### src/rtl/tx_fsm_if.sv
// Handshake bundle between the local core, tx_fsm and the far-clock receiver.
// master: the tx_fsm side; slave: the core/receiver side driving v, data_in and ack.
interface tx_fsm_if #(
  parameter int unsigned DATA_WIDTH = 8
) ();
  logic                  v;
  logic [DATA_WIDTH-1:0] data_in;
  logic                  ack;
  logic                  ready;
  logic                  req;
  logic [DATA_WIDTH-1:0] output_tx;
  logic                  done;
  logic [15:0]           xfer_cnt;

  modport master (
    input  v, data_in, ack,
    output ready, req, output_tx, done, xfer_cnt
  );

  modport slave (
    output v, data_in, ack,
    input  ready, req, output_tx, done, xfer_cnt
  );
endinterface

### src/rtl/tx_fsm.sv
// 4-phase request/acknowledge transmitter towards a far-clock receiver,
// with a synchronized ack and a one-entry pending buffer for back-to-back words.
module tx_fsm #(
  parameter int unsigned DATA_WIDTH  = 8,
  parameter int unsigned SYNC_STAGES = 2
) (
  input  logic      clk,
  input  logic      reset_n,
  tx_fsm_if.master  bus
);

  typedef enum logic [1:0] {StIdle, StReqHi, StReqLo} state_e;

  state_e                  state_q, state_d;
  logic                    req_q, req_d;
  logic [DATA_WIDTH-1:0]   out_q, out_d;
  logic [15:0]             cnt_q, cnt_d;
  logic                    pend_full_q, pend_full_d;
  logic [DATA_WIDTH-1:0]   pend_data_q, pend_data_d;
  logic [SYNC_STAGES-1:0]  sync_q;
  logic                    ack_s;
  logic                    accept;
  logic                    done;

  assign ack_s  = sync_q[SYNC_STAGES-1];
  // ready depends only on flops, so accept never loops back through ready.
  assign accept = bus.v && !pend_full_q;

  always_comb begin
    state_d     = state_q;
    req_d       = req_q;
    out_d       = out_q;
    cnt_d       = cnt_q;
    pend_full_d = pend_full_q;
    pend_data_d = pend_data_q;
    done        = 1'b0;
    unique case (state_q)
      StIdle: begin
        // Pending is always empty here; ack_s changes are ignored.
        if (accept) begin
          out_d   = bus.data_in;
          req_d   = 1'b1;
          state_d = StReqHi;
        end
      end
      StReqHi: begin
        if (accept) begin
          pend_full_d = 1'b1;
          pend_data_d = bus.data_in;
        end
        if (ack_s) begin
          req_d   = 1'b0;
          state_d = StReqLo;
        end
      end
      StReqLo: begin
        if (!ack_s) begin
          done  = 1'b1;
          cnt_d = cnt_q + 16'd1;
          if (pend_full_q) begin
            out_d       = pend_data_q;
            pend_full_d = 1'b0;
            req_d       = 1'b1;
            state_d     = StReqHi;
          end else if (accept) begin
            out_d   = bus.data_in;
            req_d   = 1'b1;
            state_d = StReqHi;
          end else begin
            state_d = StIdle;
          end
        end else if (accept) begin
          pend_full_d = 1'b1;
          pend_data_d = bus.data_in;
        end
      end
      default: state_d = StIdle;
    endcase
  end

  always_ff @(posedge clk or negedge reset_n) begin
    if (!reset_n) begin
      state_q     <= StIdle;
      req_q       <= 1'b0;
      out_q       <= '0;
      cnt_q       <= '0;
      pend_full_q <= 1'b0;
      pend_data_q <= '0;
      sync_q      <= '0;
    end else begin
      state_q     <= state_d;
      req_q       <= req_d;
      out_q       <= out_d;
      cnt_q       <= cnt_d;
      pend_full_q <= pend_full_d;
      pend_data_q <= pend_data_d;
      sync_q      <= {sync_q[SYNC_STAGES-2:0], bus.ack};
    end
  end

  assign bus.ready     = !pend_full_q;
  assign bus.req       = req_q;
  assign bus.output_tx = out_q;
  assign bus.done      = done;
  assign bus.xfer_cnt  = cnt_q;

endmodule
### src/flat_wrapper.sv
// flat-port wrapper written by rule: the top's interface ports become plain ports
module tx_fsm_flat 
#(
  parameter int unsigned DATA_WIDTH  = 8,
  parameter int unsigned SYNC_STAGES = 2
)
  (clk, reset_n, bus_v, bus_data_in, bus_ack, bus_ready, bus_req, bus_output_tx, bus_done, bus_xfer_cnt);
  tx_fsm_if #(.DATA_WIDTH(DATA_WIDTH)) bus_i ();
  input  logic clk;
  input  logic reset_n;
  input wire logic [$bits(bus_i.v)-1:0] bus_v;
  input wire logic [$bits(bus_i.data_in)-1:0] bus_data_in;
  input wire logic [$bits(bus_i.ack)-1:0] bus_ack;
  output wire logic [$bits(bus_i.ready)-1:0] bus_ready;
  output wire logic [$bits(bus_i.req)-1:0] bus_req;
  output wire logic [$bits(bus_i.output_tx)-1:0] bus_output_tx;
  output wire logic [$bits(bus_i.done)-1:0] bus_done;
  output wire logic [$bits(bus_i.xfer_cnt)-1:0] bus_xfer_cnt;
  assign bus_i.v = bus_v;
  assign bus_i.data_in = bus_data_in;
  assign bus_i.ack = bus_ack;
  assign bus_ready = bus_i.ready;
  assign bus_req = bus_i.req;
  assign bus_output_tx = bus_i.output_tx;
  assign bus_done = bus_i.done;
  assign bus_xfer_cnt = bus_i.xfer_cnt;
  tx_fsm #(.DATA_WIDTH(DATA_WIDTH), .SYNC_STAGES(SYNC_STAGES)) u_core (.clk(clk), .reset_n(reset_n), .bus(bus_i));
endmodule
### config.mk
export PLATFORM = sky130hd
export DESIGN_NAME = tx_fsm_flat
export DESIGN_NICKNAME = d
export VERILOG_FILES = /design/src/rtl/tx_fsm_if.sv /design/src/rtl/tx_fsm.sv /design/src/flat_wrapper.sv
export SDC_FILE = /design/constraint.sdc
export NUM_CORES = 1
export LEC_CHECK = 0
export CORE_MARGIN = 5
export CORE_UTILIZATION = 50
export CTS_CLUSTER_SIZE = 24
export DETAILED_ROUTE_END_ITERATION = 10
export PLACE_DENSITY_LB_ADDON = 0.08
export SLEW_MARGIN = 10
export SYNTH_ARGS = -nofsm -noshare
export SYNTH_HDL_FRONTEND = slang
export SYNTH_SLANG_ARGS = --single-unit
### constraint.sdc
create_clock -name clk -period 1.9 [get_ports clk]
set_input_delay 0.285 -clock clk [delete_from_list [all_inputs] [get_ports clk]]
set_output_delay 0.285 -clock clk [all_outputs]
set_load 0.005 [all_outputs]
### Word-level counts from Yosys, hierarchy flattened

Cells that the tools add are included.

* bitwise gates (word level): 1
* mux-type cells: 23
* reduce and logical (&&, ||, !) cells: 11
* eq/ne operators: 6
* add/sub/neg operators: 1

Operator list (number)
* 2-to-1 mux 8 bit: 5
* case mux 8 bit (2 select lines): 2
* adder 16 x 1 -> 16 bit (second input constant): 1
* 2-to-1 mux 1 bit: 9
* 2-to-1 mux 2 bit: 4
* != test 2 x 1 -> 1 bit (second input constant): 3
* case mux 2 bit (3 select lines): 1
* AND reduction 2 bit: 3
* AND reduction 3 bit: 2
* nonzero test 2 bit: 2
* case mux 1 bit (3 select lines): 1
* nonzero test 3 bit: 1
* equality test 2 x 1 -> 1 bit (second input constant): 1
* equality test 2 bit (second input constant): 1
* logical NOT 2 bit: 1
* != test 2 bit (second input constant): 1
* case mux 1 bit (2 select lines): 1
* logical AND 1 bit: 1
* logical NOT 1 bit: 1
* NOT 1 bit: 1

* flip-flop bits (word level): 38
* logic and storage cells: 49
* input port bits: 12

### Logic depth before layout (Yosys ltp)

Gate-level depths: netlist of run 1.

* word-level depth: 6
* depth in mapped cells: 7

### Least setup slack after synthesis of run 1

Ideal clock, no wire load.

* path kind: register to register
* start: register u_core.state_q[0]
* end: register u_core.pend_data_q[0]
* setup time: 125 ps
* slack: 218 ps
* buffers on the path: 1
* required time: 1775 ps
* cell stages (with the launch flop): 7
* arrival: 1557 ps
* cell sequence: dfrtp_1 inv_1 ha_1 buf_4 mux2i_1 nor2_2 mux2_2

* word-level cells in the longest chain between the ends: 3
* elaborated cells between the ends (all ways): 6

RTL lines
* from (decl): RTL line tx_fsm.sv:14 `state_e state_q, state_d;`
* from (signal assigned): RTL line tx_fsm.sv:83 `state_q <= StIdle;`
* from (signal assigned): RTL line tx_fsm.sv:91 `state_q <= state_d;`
* equality test 2 bit / equality test 2 x 1 -> 1 bit (equally long branches): RTL line tx_fsm.sv:37 `unique case (state_q)`
* != test 2 x 1 -> 1 bit (no line) / nonzero test 2 bit (equally long branches)
* AND reduction 2 bit (no line)
* to (signal assigned): RTL line tx_fsm.sv:96 `pend_data_q <= pend_data_d;`
* to (decl): RTL line tx_fsm.sv:19 `logic [DATA_WIDTH-1:0] pend_data_q, pend_data_d;`

Parallel ways exist; a longest one is shown, timed or not.
A chain may end at the register's enable or synchronous reset.

### Final worst setup path of run 1

* start: register u_core.state_q[0]
* end: output bus_done

* word-level cells in the longest chain between the ends: 2

RTL lines
* equality test 2 bit: RTL line tx_fsm.sv:37
* 2-to-1 mux 1 bit: RTL line tx_fsm.sv:37
* to (decl): RTL line flat_wrapper.sv:17 `output wire logic [$bits(bus_i.done)-1:0] bus_done;`

Every way passes these cells.

==> results of run 1 <==
## timing repair
action / in CTS / in global routing
endpoints found under the setup margin: 1 / 0
hold buffers: 1 / 0
endpoints found under the hold margin: 38 / 0
gates resized for setup: 1 / 0
## state kept, by name, indices dropped and copies added, names as in the netlist
signal	flops
u_core.pend_data_q	8
u_core.bus.req	1
u_core.state_q	2
u_core.sync_q	2
u_core.bus.xfer_cnt	16
u_core.bus.output_tx	8
u_core.pend_full_q	1
## worst max-delay path by stage
stage / to / slack [ps] / depth (start not counted)
3_3_place_gp: u_core.state_q[1] / 250 / 4
6_report: bus_done / 160 / 5
3_5_place_dp: u_core.bus.xfer_cnt[10] / 190 / 7
2_1_floorplan: u_core.pend_data_q[0] / 220 / 6
5_1_grt: bus_done / 80 / 5
4_1_cts: bus_done / 150 / 5
## power groups by stage
| stage | sequential (mW) | clock, mW | combinational, mW |
|---|---|---|---|
| 3_5_place_dp | 1.25 | 0 | 1.28 |
| 2_1_floorplan | 1.24 | 0 | 0.693 |
| 5_1_grt | 1.27 | 0.485 | 1.38 |
| 4_1_cts | 1.24 | 0.446 | 1.28 |
| 3_3_place_gp | 1.24 | 0 | 1.22 |
| 6_report | 1.23 | 0.427 | 1.26 |
## layout by cell type, fill, tap and decap left out, types with 3 or more instances in the layout
cell	synthesis	routed
ha_1	6	6
clkbuf_4	0	5
nor2_1	3	3
dfrtp_1	38	38
a2bb2oi_1	8	8
inv_1	4	4
clkdlybuf4s50_1	0	36
xnor2_1	7	7
buf_4	1	7
nand2_1	8	8
a21oi_1	3	3
nand4_1	4	4
o22ai_1	8	8
xor2_1	7	7
mux2_2	10	10
## layer usage
metal,up-vias,track usage [%],routed length (um)
met5,-,0,0
met4,0,5.64,46
met3,5,6.38,172
met2,30,22.4,1630
met1,616,21.2,1640
li1,592,-,-
## cell type report
cell class	count	area, um^2
inverters	4	15.0
repair buffers	47	457
clock inverters	1	5.00
flip-flops and latches	38	951
clock buffers	7	55.1
well taps	46	57.6
multi-input cells	91	773
fillers	271	1080
## stage by stage
stage               total power, mW  cell area (um^2)  hold WS (ps)  util (%)  instances
detailed placement             2.53              2240           266      66.2        225
finish                         2.92              2310           360      68.3        234
global route                   3.13              2310           360      68.3        234
CTS                            2.96              2310           363      68.3        234
floorplan                      1.94              1770         -10.6         -        136
global placement               2.46              2240           263      66.2        225
## cell families (layout without fill, tap and decap cells)
family / count (synthesis) / after routing / synth area share (%)
simple gates: 33 / 33 / 13.2
buf+inv: 7 / 59 / 2.55
mux: 12 / 12 / 7.50
xor+xnor: 15 / 15 / 7.85
flops: 38 / 38 / 53.7
fa+ha+maj: 6 / 6 / 4.24
compound gates: 25 / 25 / 10.9
==> impl_metrics.py, run 1 <==
metrics = {
    "routing": {
        "ant_nets": 0,
        "drt_iter0_markers": 56,
        "drc": 0,
        "num_vias": 1243,
        "wl_um": 3490,
        "via_per_inst": 5.31,
        "wl_per_cell_um": 14.9,
        "drtPass1Iterations": 4,
    },
    "logic_synthesis": {
        "synthDistinctLibCells": 35,
        "synth.yosys.seq_area_share_pct": 53.7,
        "ys_warn_count": 0,
        "synth_top_area_share_pct": 53.7,
        "synth_area_um2": 1770,
        "async_flop_share_pct": 100,
        "ys_seq_elements": 38,
        "yosysMostFrequentCell": "dfrtp_1",
        "ys_top_cells_by_area": "dfrtp_1 54%, mux2_2 6.4%, ha_1 4.2%, a2bb2oi_1 4.0%, xnor2_1 3.5%",
        "synth_top_flop_cell": "dfrtp_1",
        "syn_avg_cell_area_um2": 13.0,
        "synth_area_leader_cell": "dfrtp_1",
        "syn-num-nets": 154,
        "synth-edff-count": 0,
        "postSynthCellCount": 136,
        "synth_common_cells": "38 x dfrtp_1, 10 x mux2_2, 8 x a2bb2oi_1, 8 x nand2_1, 8 x o22ai_1",
    },
    "power": {
        "p_switching_uw": 948,
        "powerDensity_nw_per_um2": 1260,
        "p_comb_share_pct": 43.1,
        "ir_drop_mv": 0.793,
        "pwr-share-clk_pct": 14.6,
        "p_leak_nw": 1.07,
        "power.internal_mw": 1.97,
        "seqPwrFrac_pct": 42.3,
        "swShare_pct": 32.5,
    },
    "global_route": {
        "overflow": 0,
        "antenna_found_initial": 0,
        "grt_first_pass_wirelength_um": 6040,
        "grt_pass1_vias": 1271,
        "grt_max_degree": 39,
        "grt.total_usage_pct": 15.6,
    },
    "place": {
        "io_buffer_count": 38,
        "dp_hpwl_um": 2620,
        "place.gp.congestion": 0.791,
        "dp_slack_ps": 187,
    },
    "setup_path": {
        "r2r_slack_ps": 180,
        "start_kind": "flop",
        "timing.rr.start": "u_core.state_q[0]",
        "critPathKind": "reg2out",
        "critPathArrivalTime_ps": 1460,
        "crit_fanout": 2,
        "reg2reg_depth": 7,
        "critPathBufInv": 3,
        "end_kind": "primary output",
        "reg2reg_to": "u_core.bus.xfer_cnt[10]",
        "crit_start": "u_core.state_q[0]",
        "path_delay_family": "buffers and inverters",
        "crit_slowest_cell": "dfrtp_1",
        "critical-path-max-stage-delay_ps": 390,
        "cp_cell_sequence": "inv_1 > ha_1 > inv_1 > nor2_1 > dlygate4sd2_1",
        "cp_common_cell": "inv_1",
        "worstPathRequired_ps": 1620,
    },
    "run_status": {
        "status": "finished, final reports clean",
    },
    "sta": {
        "rsz0062_at_grt": "no",
        "fmax_mhz": 575,
        "setup_viol": 0,
        "period_needed_ps": 1740,
        "finClkSkew_ps": 9.22,
        "tightest_slew_ps": 279,
        "finalSetupTns_ps": 0,
        "hold_viol": 0,
        "period_share_pct": 91.6,
        "worst_slack_ps": 160,
        "maxSlewViolCount": 0,
        "slew_headroom_pct": 81.3,
    },
    "cells_and_area": {
        "fin_nets": 205,
        "area_delta_synth_final_pct": 30.8,
        "n_antenna_cell": 0,
        "drive_above_1_share_pct": 20.7,
    },
    "clock_tree": {
        "cts_root_buffer": "clkbuf_4",
        "cts.htree.levels": 2,
        "cts_tree": "built",
        "clkLatencyLatePin_ps": 340,
        "cts_made_buffers": 5,
        "clk_pin_slew_ps": 100,
        "clockBufferDepth": 2,
        "postCtsSetupRepairBufs": 0,
        "clock_sinks": 38,
    },
    "floorplan": {
        "core_um2": 3390,
        "io_pins": 39,
        "initial_core_util_pct": 52.2,
        "die_y_um": 69.5,
        "die_w_um": 69.5,
        "rows": 21,
        "die_area_um2": 4830,
    },
    "min_path": {
        "min_delay_worst_endpoint": "u_core.sync_q[1]",
        "min_from": "u_core.sync_q[0]",
        "hold_class": "reg2reg",
        "holdPathStages": 0,
    },
    "job": {
        "max_cap_viol_count": 0,
    },
}
Note: power is estimated with default switching activity, not from simulation.
==> run 2, diff against run 1 <==
--- a/config.mk
+++ b/config.mk
@@ -5,10 +5,11 @@
 export SDC_FILE = /design/constraint.sdc
 export NUM_CORES = 1
 export LEC_CHECK = 0
-export CORE_MARGIN = 5
+export ABC_AREA = 1
 export CORE_UTILIZATION = 50
 export CTS_CLUSTER_SIZE = 24
 export DETAILED_ROUTE_END_ITERATION = 10
+export GPL_TIMING_DRIVEN = 0
 export PLACE_DENSITY_LB_ADDON = 0.08
 export SLEW_MARGIN = 10
 export SYNTH_ARGS = -nofsm -noshare
==> run 2 against run 1 <==
Against the previous run:
- clock power is 35% higher
- flip-flop and latch count stayed put
- maximum frequency is 1.4% lower
- die area is 16% lower
- largest cell class unchanged
- register-to-register slack worse by 50 ps
- total power is 12% higher
- first-iteration DRC count is 66% higher
- largest power group unchanged
- utilization is 1.2 points higher
==> impl_metrics.py, run 2 <==
metrics = {
    "cells_and_area": {
        "drive_above_1_share_pct": 17.7,
        "postLayoutCoreUtil_pct": 69.4,
        "largest_register_ffs": 16,
        "area_delta_synth_final_pct": 33.2,
        "fin_nets": 282,
        "final_common_cell": "nand2_1",
        "n_antenna_cell": 0,
        "final_cell_mix": "50 x nand2_1, 38 x dfrtp_1, 36 x clkdlybuf4s50_1",
    },
    "power": {
        "power.internal_mw": 2.10,
        "pwr-share-clk_pct": 17.7,
        "total_power_mw": 3.26,
        "p_comb_share_pct": 44.5,
        "powerDensity_nw_per_um2": 1280,
        "swShare_pct": 35.7,
        "p_leak_nw": 1.22,
        "ir_drop_mv": 1.00,
        "seqPwrFrac_pct": 37.8,
        "p_switching_mw": 1.17,
    },
    "setup_path": {
        "start_kind": "flop",
        "reg2reg_to": "u_core.bus.output_tx[1]",
        "path_depth": 12,
        "critPathKind": "reg2reg",
        "worstPathRequired_ps": 2090,
        "crit_slowest_cell": "dfrtp_1",
        "r2r_slack_ps": 130,
        "reg2reg_depth": 12,
        "end_kind": "flop",
        "critical-path-max-stage-delay_ps": 380,
        "cp_common_cell": "buf_4",
        "critPathBufInv": 7,
        "timing.rr.start": "u_core.state_q[0]",
        "path_delay_family": "buffers and inverters",
        "crit_start": "u_core.state_q[0]",
        "endpoint": "u_core.bus.output_tx[1]",
        "critPathArrivalTime_ps": 1950,
        "crit_fanout": 4,
        "cp_cell_sequence": "inv_2 > ha_1 > buf_6 > buf_4 > buf_4 > nand2_1 > inv_1 > nor2_4 > buf_4 > nand2_1 > o21ai_1 > inv_1",
    },
    "clock_tree": {
        "cts_made_buffers": 5,
        "clockBufferDepth": 2,
        "cts_tree": "built",
        "cts_root_buffer": "clkbuf_8",
        "cts.htree.levels": 2,
        "clkLatencyLatePin_ps": 290,
        "clk_pin_slew_ps": 80,
        "clock_sinks": 38,
    },
    "job": {
        "max_cap_viol_count": 0,
    },
    "place": {
        "dp_hpwl_um": 2610,
        "place.gp.congestion": 0.746,
        "io_buffer_count": 38,
        "dp_slack_ps": 79.5,
    },
    "global_route": {
        "overflow": 0,
        "grt_pass1_vias": 1435,
        "grt_first_pass_wirelength_um": 6360,
        "grt_max_degree": 31,
        "grt.total_usage_pct": 20.7,
        "antenna_found_initial": 0,
    },
    "sta": {
        "rsz0062_at_grt": "no",
        "fmax_mhz": 567,
        "finClkSkew_ps": 8.38,
        "hold_viol": 0,
        "tightest_slew_ps": 322,
        "slew_headroom_pct": 78.4,
        "period_needed_ps": 1770,
        "period_share_pct": 92.9,
        "finalSetupTns_ps": 0,
        "worst_slack_ps": 135,
        "setup_viol": 0,
        "maxSlewViolCount": 0,
    },
    "logic_synthesis": {
        "synthDistinctLibCells": 26,
        "syn_avg_cell_area_um2": 9.14,
        "synth_area_um2": 1910,
        "ys_top_cells_by_area": "dfrtp_1 50%, nand2_1 10%, inv_1 5.9%, ha_1 3.9%, o21ai_2 3.7%",
        "async_flop_share_pct": 100,
        "synth.yosys.seq_area_share_pct": 49.8,
        "synth_top_flop_cell": "dfrtp_1",
        "syn-num-nets": 227,
        "ys_seq_elements": 38,
        "synth-edff-count": 0,
        "synth_area_leader_cell": "dfrtp_1",
        "ys_warn_count": 0,
        "synth_common_cells": "51 x nand2_1, 38 x dfrtp_1, 30 x inv_1",
        "yosysMostFrequentCell": "nand2_1",
        "synth_top_area_share_pct": 49.8,
        "postSynthCellCount": 209,
    },
    "routing": {
        "ant_nets": 0,
        "drtPass1Iterations": 4,
        "wl_um": 3690,
        "via_per_inst": 5.01,
        "drt_iter0_markers": 93,
        "wl_per_cell_um": 11.8,
        "num_vias": 1569,
        "drc": 0,
    },
    "min_path": {
        "hold_class": "reg2reg",
        "min_from": "u_core.sync_q[0]",
    },
    "floorplan": {
        "rows": 22,
        "die_y_um": 63.8,
        "initial_core_util_pct": 52.2,
        "io_pins": 39,
        "core_um2": 3660,
        "die_area_um2": 4070,
        "die_w_um": 63.8,
    },
    "run_status": {
        "status": "finished, final reports clean",
    },
}
[run 2: cell types whose count changed after synthesis, moves of 3 or more]
| cell | before | now |
|---|---|---|
| a2bb2oi_1 | 8 | 0 |
| inv_1 | 4 | 30 |
| inv_2 | 0 | 4 |
| mux2_2 | 10 | 0 |
| nand2_1 | 8 | 51 |
| nor2_1 | 3 | 11 |
| nor2_4 | 0 | 3 |
| o21ai_0 | 0 | 4 |
| o21ai_1 | 0 | 8 |
| o21ai_2 | 0 | 8 |
| xor2_1 | 7 | 3 |
[run 2: final cells by class]
type | count | area (um^2)
fill | 303 | 1120
tap | 48 | 60.1
timing repair buffer | 48 | 464
buffer | 3 | 30.0
inverter | 35 | 134
sequential | 38 | 951
multi-input combinational | 133 | 808
clock buffer | 6 | 82.6
clock inverter | 2 | 12.5
[run 2: what timing repair did]
action,in CTS,in global routing
gates resized for setup,3,2
endpoints found under the hold margin,8,0
hold buffers,1,0
pin swaps,0,1
buffers inserted,5,3
setup endpoints to repair,1,8
[run 2: cells by family (layout without fill, tap and decap cells)]
| kind of cell | Yosys count | after routing | share of synthesized area [%] |
|---|---|---|---|
| simple gates | 83 | 83 | 21.2 |
| flops | 38 | 38 | 49.8 |
| buf+inv | 38 | 94 | 8.58 |
| compound gates | 33 | 33 | 11.4 |
| xor+xnor | 11 | 11 | 5.05 |
| fa+ha+maj | 6 | 6 | 3.93 |
[run 2: how the worst min path moves through the flow]
stage / endpoint / slack, ps / depth (start not counted)
finish: u_core.sync_q[1] / 350 / 0
global route: u_core.sync_q[1] / 370 / 0
CTS: u_core.sync_q[1] / 360 / 0
detailed placement: u_core.bus.output_tx[7] / 160 / 1
global placement: u_core.sync_q[1] / 340 / 0
floorplan: u_core.bus.output_tx[0] / -10 / 0
[run 2: power groups by stage]
stage | clock [mW] | sequential (mW) | combinational (mW)
after floorplan | 0 | 1.23 | 0.796
after global placement | 0 | 1.24 | 1.27
after detailed placement | 0 | 1.25 | 1.30
after CTS | 0.594 | 1.24 | 1.39
after global routing | 0.634 | 1.27 | 1.61
final | 0.578 | 1.23 | 1.45
[run 2: routing by layer]
layer / vias to the layer above / global-route usage [%] / wire length, um
li1: 774 / - / -
met1: 742 / 26.1 / 1670
met2: 47 / 33.1 / 1740
met3: 6 / 6.61 / 221
met4: 0 / 7.67 / 57
met5: - / 0 / 0
[run 2: metrics by stage]
step	hold slack, ps	cell area, um^2	cells
global route	371	2540	313
global placement	336	2350	295
detailed placement	160	2360	296
CTS	358	2510	310
floorplan	-10.6	1910	209
finish	355	2540	313
